File: config.mk
export PLATFORM = sky130hd
export DESIGN_NAME = beep_arbiter_flat
export DESIGN_NICKNAME = d
export VERILOG_FILES = /design/src/rtl/beep_arbiter_if.sv /design/src/rtl/beep_arbiter.sv /design/src/flat_wrapper.sv
export SDC_FILE = /design/constraint.sdc
export NUM_CORES = 1
export LEC_CHECK = 0
export ABC_AREA = 0
export CAP_MARGIN = 10
export CORE_MARGIN = 4
export CORE_UTILIZATION = 49
export DETAILED_ROUTE_END_ITERATION = 12
export PLACE_DENSITY_LB_ADDON = 0.05
export SLEW_MARGIN = 20
export SYNTH_ARGS = -nofsm -noshare
export SYNTH_HDL_FRONTEND = slang
export SYNTH_SLANG_ARGS = --single-unit
File: constraint.sdc
create_clock -name sys_clk -period 3 [get_ports sys_clk]
set_input_delay 0.9 -clock sys_clk [delete_from_list [all_inputs] [get_ports sys_clk]]
set_output_delay 0.9 -clock sys_clk [all_outputs]
set_load 0.05 [all_outputs]
File: src/rtl/beep_arbiter_if.sv
// Request/response bundle between the requesters and the buzzer arbiter.
// master drives requests and counts; slave returns the buzzer drive and burst status.
interface beep_arbiter_if;
  logic [2:0] req;
  logic [3:0] req_cnt0;
  logic [3:0] req_cnt1;
  logic [3:0] req_cnt2;
  logic       beep;
  logic [2:0] grant;
  logic       busy;
  logic [2:0] done;

  modport master (
    output req, req_cnt0, req_cnt1, req_cnt2,
    input  beep, grant, busy, done
  );

  modport slave (
    input  req, req_cnt0, req_cnt1, req_cnt2,
    output beep, grant, busy, done
  );
endinterface

File: src/rtl/beep_arbiter.sv
// Fixed-priority buzzer arbiter: latches N-beep requests, beep rises one edge after the pend latch when idle.
// No backpressure: requests are always accepted into a per-channel pending slot; no preemption of a running burst.
module beep_arbiter #(
  parameter int unsigned      CNT_W   = 25,
  parameter logic [CNT_W-1:0] CNT_ON  = 25'd12_499_999,
  parameter logic [CNT_W-1:0] CNT_OFF = 25'd12_499_999
) (
  input  logic          sys_clk,
  input  logic          sys_rst_n,
  beep_arbiter_if.slave bus
);

  typedef enum logic [1:0] {IDLE, ON, OFF} state_t;

  localparam logic [CNT_W-1:0] TIMER_ONE = {{(CNT_W-1){1'b0}}, 1'b1};

  state_t           state_q, state_d;
  logic [CNT_W-1:0] timer_q, timer_d;
  logic [3:0]       rem_q, rem_d;
  logic [2:0]       pend_q, pend_d, pend_clr, req_set;
  logic [3:0]       cnt_q [3];
  logic [3:0]       cnt_d [3];
  logic [3:0]       req_cnt [3];
  logic [2:0]       sel_oh;
  logic [3:0]       sel_cnt;
  logic             beep_q, beep_d;
  logic             busy_q, busy_d;
  logic [2:0]       grant_q, grant_d;
  logic [2:0]       done_q, done_d;

  assign req_cnt[0] = bus.req_cnt0;
  assign req_cnt[1] = bus.req_cnt1;
  assign req_cnt[2] = bus.req_cnt2;

  // A new request on the grant edge re-arms the slot after the grant consumed the old count.
  always_comb begin
    req_set = '0;
    for (int i = 0; i < 3; i++) begin
      req_set[i] = bus.req[i] && (req_cnt[i] != 4'd0);
      cnt_d[i]   = req_set[i] ? req_cnt[i] : cnt_q[i];
    end
    pend_d = (pend_q & ~pend_clr) | req_set;
  end

  always_comb begin
    sel_oh  = '0;
    sel_cnt = '0;
    if (pend_q[2]) begin
      sel_oh  = 3'b100;
      sel_cnt = cnt_q[2];
    end else if (pend_q[1]) begin
      sel_oh  = 3'b010;
      sel_cnt = cnt_q[1];
    end else if (pend_q[0]) begin
      sel_oh  = 3'b001;
      sel_cnt = cnt_q[0];
    end
  end

  always_comb begin
    state_d  = state_q;
    timer_d  = timer_q;
    rem_d    = rem_q;
    beep_d   = beep_q;
    busy_d   = busy_q;
    grant_d  = grant_q;
    done_d   = '0;
    pend_clr = '0;
    case (state_q)
      IDLE: begin
        if (pend_q != 3'b000) begin
          state_d  = ON;
          beep_d   = 1'b1;
          busy_d   = 1'b1;
          grant_d  = sel_oh;
          rem_d    = sel_cnt;
          timer_d  = '0;
          pend_clr = sel_oh;
        end
      end
      ON: begin
        if (timer_q == CNT_ON) begin
          state_d = OFF;
          beep_d  = 1'b0;
          timer_d = '0;
          rem_d   = rem_q - 4'd1;
        end else begin
          timer_d = timer_q + TIMER_ONE;
        end
      end
      OFF: begin
        if (timer_q == CNT_OFF) begin
          timer_d = '0;
          if (rem_q != 4'd0) begin
            state_d = ON;
            beep_d  = 1'b1;
          end else begin
            state_d = IDLE;
            busy_d  = 1'b0;
            grant_d = '0;
            done_d  = grant_q;
          end
        end else begin
          timer_d = timer_q + TIMER_ONE;
        end
      end
      default: begin
        state_d = IDLE;
        beep_d  = 1'b0;
        busy_d  = 1'b0;
        grant_d = '0;
      end
    endcase
  end

  always_ff @(posedge sys_clk or negedge sys_rst_n) begin
    if (!sys_rst_n) begin
      state_q <= IDLE;
      timer_q <= '0;
      rem_q   <= '0;
      pend_q  <= '0;
      beep_q  <= 1'b0;
      busy_q  <= 1'b0;
      grant_q <= '0;
      done_q  <= '0;
      for (int i = 0; i < 3; i++) cnt_q[i] <= '0;
    end else begin
      state_q <= state_d;
      timer_q <= timer_d;
      rem_q   <= rem_d;
      pend_q  <= pend_d;
      beep_q  <= beep_d;
      busy_q  <= busy_d;
      grant_q <= grant_d;
      done_q  <= done_d;
      for (int i = 0; i < 3; i++) cnt_q[i] <= cnt_d[i];
    end
  end

  assign bus.beep  = beep_q;
  assign bus.busy  = busy_q;
  assign bus.grant = grant_q;
  assign bus.done  = done_q;

endmodule
File: src/flat_wrapper.sv
// flat-port wrapper written by rule: the top's interface ports become plain ports
module beep_arbiter_flat 
#(
  parameter int unsigned      CNT_W   = 25,
  parameter logic [CNT_W-1:0] CNT_ON  = 25'd12_499_999,
  parameter logic [CNT_W-1:0] CNT_OFF = 25'd12_499_999
)
  (sys_clk, sys_rst_n, bus_req, bus_req_cnt0, bus_req_cnt1, bus_req_cnt2, bus_beep, bus_grant, bus_busy, bus_done);
  beep_arbiter_if bus_i ();
  input  logic sys_clk;
  input  logic sys_rst_n;
  input wire logic [$bits(bus_i.req)-1:0] bus_req;
  input wire logic [$bits(bus_i.req_cnt0)-1:0] bus_req_cnt0;
  input wire logic [$bits(bus_i.req_cnt1)-1:0] bus_req_cnt1;
  input wire logic [$bits(bus_i.req_cnt2)-1:0] bus_req_cnt2;
  output wire logic [$bits(bus_i.beep)-1:0] bus_beep;
  output wire logic [$bits(bus_i.grant)-1:0] bus_grant;
  output wire logic [$bits(bus_i.busy)-1:0] bus_busy;
  output wire logic [$bits(bus_i.done)-1:0] bus_done;
  assign bus_i.req = bus_req;
  assign bus_i.req_cnt0 = bus_req_cnt0;
  assign bus_i.req_cnt1 = bus_req_cnt1;
  assign bus_i.req_cnt2 = bus_req_cnt2;
  assign bus_beep = bus_i.beep;
  assign bus_grant = bus_i.grant;
  assign bus_busy = bus_i.busy;
  assign bus_done = bus_i.done;
  beep_arbiter #(.CNT_W(CNT_W), .CNT_ON(CNT_ON), .CNT_OFF(CNT_OFF)) u_core (.sys_clk(sys_clk), .sys_rst_n(sys_rst_n), .bus(bus_i));
endmodule
==> results of run 1 <==
-- logic make-up (layout without fill, tap and decap cells) --
| group | Yosys count | in the layout | synth area share (%) |
|---|---|---|---|
| muxes | 3 | 3 | 1.07 |
| xor gates and xnor gates | 9 | 9 | 2.70 |
| and+or+nand+nor | 155 | 155 | 27.4 |
| DFF | 54 | 54 | 46.3 |
| buffers and inverters | 26 | 53 | 3.38 |
| adders and majority gates | 6 | 6 | 2.57 |
| AOI/OAI and AO/OA | 66 | 66 | 16.6 |
-- worst max path at each step --
stage / endpoint / slack (ns) / cells after the start
after CTS: u_core.timer_q[15] / 0.48 / 6
final: u_core.timer_q[15] / 0.51 / 6
after detailed placement: u_core.timer_q[15] / 0.49 / 6
after global routing: u_core.timer_q[9] / 0.17 / 6
after floorplan: u_core.bus.busy / 0.69 / 5
after global placement: u_core.pend_q[1] / 0.56 / 3
-- per-layer routing --
| metal | vias up | track usage, % |
|---|---|---|
| li1 | 1218 | - |
| met1 | 1232 | 28.8 |
| met2 | 67 | 28.1 |
| met3 | 13 | 3.79 |
| met4 | 0 | 5.32 |
| met5 | - | 0 |
-- worst reg2reg max path: cells and delay by family, from the launching register on --
kind	cells	cell delay, ns
buffers and inverters	1	0.21
and+or+nand+nor	4	1.48
DFF	1	0.46
AOI/OAI and AO/OA	1	0.21
-- registers in the layout (all words and copies together) (netlist names) --
| register | count |
|---|---|
| u_core.cnt_q | 12 |
| u_core.bus.busy | 1 |
| u_core.bus.beep | 1 |
| u_core.state_q | 2 |
| u_core.timer_q | 25 |
| u_core.pend_q | 3 |
| u_core.bus.grant | 3 |
| u_core.rem_q | 4 |
| u_core.bus.done | 3 |
-- layout make-up --
type / instances / area share (%)
inverter: 12 / 1.33
multi-input combinational: 239 / 43.6
clock inverter: 3 / 1.33
tap: 72 / 2.67
timing repair buffer: 33 / 8.97
sequential: 54 / 40.0
clock buffer: 5 / 2.04
-- Yosys cell counts, drive strengths merged (5+ instances only) --
| cell type | number | area (um2) |
|---|---|---|
| dfrtp | 54 | 1350 |
| inv | 12 | 45.0 |
| nand2 | 53 | 199 |
| nor4 | 8 | 50.1 |
| a21oi | 9 | 45.0 |
| nor3 | 10 | 61.3 |
| nand4 | 9 | 56.3 |
| a22o | 8 | 70.1 |
| or4 | 5 | 45.0 |
| o21ai | 9 | 45.0 |
| ha | 6 | 75.1 |
| nor2 | 30 | 113 |
| and3 | 7 | 43.8 |
| a211oi | 5 | 37.5 |
| xnor2 | 9 | 78.8 |
| a31oi | 10 | 62.6 |
| clkbuf | 13 | 48.8 |
| nand3 | 11 | 55.1 |
-- per-stage QoR --
| stage | cells | util (%) | power (mW) |
|---|---|---|---|
| 3_3_place_gp | 410 | 57.8 | 0.853 |
| 2_1_floorplan | 319 | - | 0.800 |
| 3_5_place_dp | 410 | 57.8 | 0.854 |
| 5_1_grt | 418 | 59.8 | 1.39 |
| 4_1_cts | 418 | 59.8 | 1.35 |
| 6_report | 418 | 59.8 | 1.34 |
-- power by group through the flow --
stage / Sequential [mW] / Combinational (mW) / Clock [mW]
finish: 0.758 / 0.0796 / 0.500
global route: 0.760 / 0.0915 / 0.535
CTS: 0.758 / 0.0816 / 0.509
detailed placement: 0.772 / 0.0817 / 0
global placement: 0.772 / 0.0806 / 0
floorplan: 0.768 / 0.0315 / 0
==> metrics.md, run 1 <==
| Metric | Value |
|---|---|
| Final Slew Violations | `0` |
| Most frequent cells in the layout | `54 x dfrtp_1, 53 x nand2_1, 30 x nor2_1` |
| Hold_sp | `u_core.cnt_q[1]` |
| Routed Antenna Nets | `0` |
| Fin. Hold Viols | `0` |
| Status | `completed` |
| Hold Crit Depth | `2` |
| Avg WL per Cell | `~16 um` |
| Post-place instance area | `3260 um2` |
| Fraction of layout cells with a size suffix above 1 | `under 10%` |
| Starting Density | `between 50 and 60%` |
| Worst R2R Path Depth | `6` |
| # nets final | `approximately 370` |
| Seq pwr share | `between 50% and 60%` |
| Worst Skew | `0.00778 ns` |
| Leading cell type in the layout, fill and taps excluded | `dfrtp_1` |
| CP Max Fanout | `9` |
| IO buf count | `24` |
| Flop2flop setup slack | `~0.5 ns` |
| Pin count of the biggest net entering global routing | `26` |
| Post-CTS Resized | `0` |
| Top Ports | `25` |
| Core footprint | `between 5000 and 6000 um2` |
| Postcts setup bufs | `0` |
| Setup WS post-layout | `approximately 0.51 ns` |
| Die height | `around 85 um` |
| Sink Count | `54` |
| Crit Path Class | `reg -> reg` |
| Fmax | `approximately 400 MHz` |
| Tightest Pin Transition | `between 0.8 and 0.9 ns` |
| Met1 wire length | `between 3000 and 4000 um` |
| Switch share | `22.8%` |
| Worst setup startpoint | `u_core.timer_q[5]` |
| Full die area | `7260 um2` |
| Number of enable flip-flop cells after synthesis | `0` |
| Critical path's top delay family | `simple AND/OR/NAND/NOR gates` |
| Cell Area, Synth | `about 3000 um2` |
| RSZ-0062 raised after global routing | `no` |
| Met3 WL | `313 um` |
| Final Critical Period | `2.49 ns` |
| Latest clock arrival within the worst-skew pair | `~0.32 ns` |
| Peak VDD IR | `between 0.2 and 0.25 mV` |
| Sequential area share after synthesis | `between 40 and 50%` |
| WHS | `just under 0.5 ns` |
| Slew HR | `between 40% and 50%` |
| Vias in the first global route | `between 2000 and 2500` |
| Ys async rst share | `100%` |
| Antenna violations before repair | `0` |
| First-pass GRT wire length | `around 11000 um` |
| NetSw | `around 0.30 mW` |
| Library cells used by synthesis | `50` |
| Crit share post-route | `~83%` |
| Register area | `approximately 1400 um2` |
| Worst R2R Start | `u_core.timer_q[5]` |
| Layout area overhead | `15.5%` |
| CP Capture Type | `flop` |
| Net count after synthesis | `342` |
| Predominant post-synthesis flop cell | `dfrtp_1` |
| TNS Setup | `0 ns` |
| Clk pwr share | `between 30% and 40%` |
| Worst endpoint required time | `3.18 ns` |
| Crit path cell chain | `or4_4 -> nor4_1 -> a21oi_1 -> buf_4 -> nor2_1 -> nor2_1` |
| Endpoints failing setup | `0` |
| CP Launch Type | `flop` |
| Die width | `between 80 and 90 um` |
| DR pass1 iterations | `4` |
| CTS tree | `yes` |
| Ant. Diodes | `0` |
| Multi-input gate area | `approximately 1500 um2` |
| Combinational share of power | `under 10%` |
| Syn Inst Count | `approximately 320` |
| Worst-path clk slew | `roughly 0.10 ns` |
| CTS Root Cell | `clkbuf_8` |
| Tot GR Track Use | `19.2%` |
| CP most frequent cell | `nor2_1` |
| Internal power component | `1.03 mW` |
| Rows | `27` |
| Worst path buffer plus inverter count | `1` |
| DPL Wire Length | `between 4000 and 5000 um` |
| GP Congestion | `approximately 0.8` |
| Hold buffer count at CTS | `0` |
| LEAKAGE | `1.49 nW` |
| CP max-delay cell | `or4_4` |
| Min-Delay Path Class | `reg -> reg` |
| H-tree depth | `2` |
| 1st-iter DRT viols | `219` |
| Synth warn | `0` |
| Pre-CTS WS | `~0.49 ns` |
| Detailed-route via count | `approximately 2500` |
| Vias per Instance | `6.05` |
| DRC violations left | `0` |
| Highest Signal Layer | `met4` |
| Routed WL | `6750 um` |
| Worst r2r dst | `u_core.timer_q[15]` |
| Max incr delay on CP | `0.56 ns` |
| Met2 routed WL | `between 2000 and 3000 um` |
| Total CTS buffers | `5` |
| Max_cap viols | `0` |
| PwrDens | `a little under 400 nW/um2` |
| Mapped Avg Cell Area | `roughly 9 um2` |
| CTS Buffer Depth | `2` |
| Grt ovf | `0` |
| Data arrival, critical path | `roughly 2.7 ns` |
| Fillers | `492` |
| WHS Endpoint | `u_core.cnt_q[1]` |
| #FFs+latches synth | `54` |
| Post-route cell area | `approximately 3400 um2` |
(Power assumes the default switching activity.)
==> run 2: changes to the inputs <==
Clock period 3 ns to 2.3 ns, I/O delays scaled along.
==> metrics.md, run 2 (synthesis results as in run 1) <==
| Metric | Value |
|---|---|
| Status | `completed` |
| Max incr delay on CP | `0.54 ns (-0.02 ns)` |
| Latest clock arrival within the worst-skew pair | `0.31 ns (about the same)` |
| DPL Wire Length | `5020 um (+2.1%)` |
| Rows | `27 (unchanged)` |
| Data arrival, critical path | `2.46 ns (-0.21 ns)` |
| CP most frequent cell | `or4_4` |
| Tot GR Track Use | `20.0% (+0.84 points)` |
| Tightest Pin Transition | `0.528 ns (-0.336 ns)` |
| H-tree depth | `2 (unchanged)` |
| 1st-iter DRT viols | `182 (-17%)` |
| Crit path cell chain | `or4_4 -> or4_4 -> o41ai_4 -> nand2_1 -> a22o_1` |
| DRC violations left | `0 (unchanged)` |
| IO buf count | `24 (unchanged)` |
| DR pass1 iterations | `4 (unchanged)` |
| Layout area overhead | `22.9%` |
| CP max-delay cell | `or4_4` |
| Die height | `85.2 um (unchanged)` |
| PwrDens | `454 nW/um2 (+15%)` |
| Sink Count | `54 (unchanged)` |
| CP Capture Type | `flop` |
| Fraction of layout cells with a size suffix above 1 | `17.1% (+7.5 points)` |
| Ant. Diodes | `0 (unchanged)` |
| Slew HR | `64.8% (+23 points)` |
| Full die area | `7260 um2 (unchanged)` |
| Pin count of the biggest net entering global routing | `34 (+31%)` |
| Largest Register | `u_core.timer_q` |
| Routed WL | `6930 um (+2.7%)` |
| Worst setup startpoint | `u_core.timer_q[5]` |
| Crit Path Class | `reg -> reg` |
| Avg WL per Cell | `15.7 um (-2.6%)` |
| Crit share post-route | `97.5% (+15 points)` |
| Die width | `85.2 um (unchanged)` |
| CTS Buffer Depth | `2 (unchanged)` |
| Final core utilization | `63.6% (+3.8 points)` |
| Postcts setup bufs | `0 (unchanged)` |
| Worst Skew | `0.0126 ns (+0.00485 ns)` |
| LEAKAGE | `1.61 nW (+7.8%)` |
| Starting Density | `51.8% (unchanged)` |
| # nets final | `391 (+6.3%)` |
| Max FFs per register | `25 (unchanged)` |
| Final Critical Period | `2.24 ns (-0.246 ns)` |
| Grt ovf | `0 (unchanged)` |
| Worst R2R Start | `u_core.timer_q[5]` |
| Worst-path clk slew | `0.10 ns (about the same)` |
| Vias per Instance | `5.82 (-3.9%)` |
| Routed Antenna Nets | `0 (unchanged)` |
| GP Congestion | `0.837 (+2.9%)` |
| CP Launch Type | `flop` |
| Regs by FF count | `u_core.timer_q: 25 flops, u_core.cnt_q: 12 flops, u_core.rem_q: 4 flops` |
| Fin. Hold Viols | `0 (unchanged)` |
| Vias in the first global route | `2498 (+5.6%)` |
| Leading cell type in the layout, fill and taps excluded | `dfrtp_1` |
| Endpoints failing setup | `0 (unchanged)` |
| Detailed-route via count | `2565 (+1.4%)` |
| Setup WS post-layout | `0.0574 ns (-0.454 ns)` |
| Antenna violations before repair | `0 (unchanged)` |
| Most frequent cells in the layout | `54 x dfrtp_1, 53 x nand2_1, 30 x nor2_1, 30 x buf_4, 23 x clkdlybuf4s50_1` |
| Top Ports | `25 (unchanged)` |
| CTS tree | `yes` |
| Worst endpoint required time | `2.51 ns (-0.67 ns)` |
| CP Max Fanout | `4 (-5)` |
| Min-Delay Path Class | `in -> async` |
| Fmax | `446 MHz (+11%)` |
| Pre-CTS WS | `0.0257 ns (-0.463 ns)` |
| First-pass GRT wire length | `11900 um (+5.2%)` |
| Final Slew Violations | `0 (unchanged)` |
| Core footprint | `5640 um2 (unchanged)` |
| CTS Root Cell | `clkbuf_8` |
| RSZ-0062 raised after global routing | `yes` |
| Total CTS buffers | `5 (unchanged)` |
| Max_cap viols | `0 (unchanged)` |
| Peak VDD IR | `0.321 mV (+42%)` |
==> run 2: final timing paths <==
path,endpoint,slack (ns),cells after the start
min in group sys_clk,u_core.cnt_q[11],0.48,2
worst min-delay path,u_core.state_q[0],0.34,1
max in group asynchronous,u_core.timer_q[7],1.39,2
worst min register to register,u_core.cnt_q[11],0.48,2
worst max register to register,u_core.bus.busy,0.06,5
worst max-delay path,u_core.bus.busy,0.06,5
==> run 2: through the flow <==
stage / setup TNS (ns) / instance area (um2) / cells / total power, mW / hold WS (ns)
floorplan: 0 / 2920 / 319 / 1.04 / 0.394
global placement: 0 / 3460 / 433 / 1.11 / 0.459
detailed placement: 0 / 3460 / 433 / 1.12 / 0.462
CTS: 0 / 3550 / 441 / 1.65 / 0.352
global route: -0.0165 / 3590 / 441 / 1.71 / 0.364
finish: 0 / 3590 / 441 / 1.63 / 0.342
==> run 2: what timing repair did <==
| action | in CTS | in global routing |
|---|---|---|
| gates resized for setup | 1 | 8 |
| hold buffers | 0 | 0 |
| endpoints found under the hold margin | 0 | 0 |
| setup endpoints to repair | 1 | 10 |
| cloned | 0 | 0 |
| pin swaps | 0 | 2 |
==> run 2: area by class of cell <==
type                    count  area (um2)
fillers                   459        2050
multi-input cells         239        1520
flip-flops and latches     54        1350
repair buffers             56         500
well taps                  72        90.1
clock buffers               6        72.6
inverters                  12        45.0
clock inverters             2        13.8
==> run 2: layer usage <==
| layer | track usage (%) | up-vias | routed length, um |
|---|---|---|---|
| met1 | 30.3 | 1226 | 3500 |
| met4 | 5.32 | 0 | 72 |
| met3 | 4.56 | 8 | 343 |
| met5 | 0 | - | 0 |
| li1 | - | 1271 | - |
| met2 | 28.7 | 60 | 3020 |
==> run 2: power by group <==
group          switching, mW  leakage [nW]  internal [mW]
logic                 0.0553         0.881         0.0534
registers             0.0156         0.681          0.973
clock network          0.317        0.0452          0.216
==> run 2: critical path: cells and delay by family, from the launching register on <==
family | cells | cell delay, ns
AOI/OAI and AO/OA | 2 | 0.55
and+or+nand+nor | 3 | 1.20
DFF | 1 | 0.39
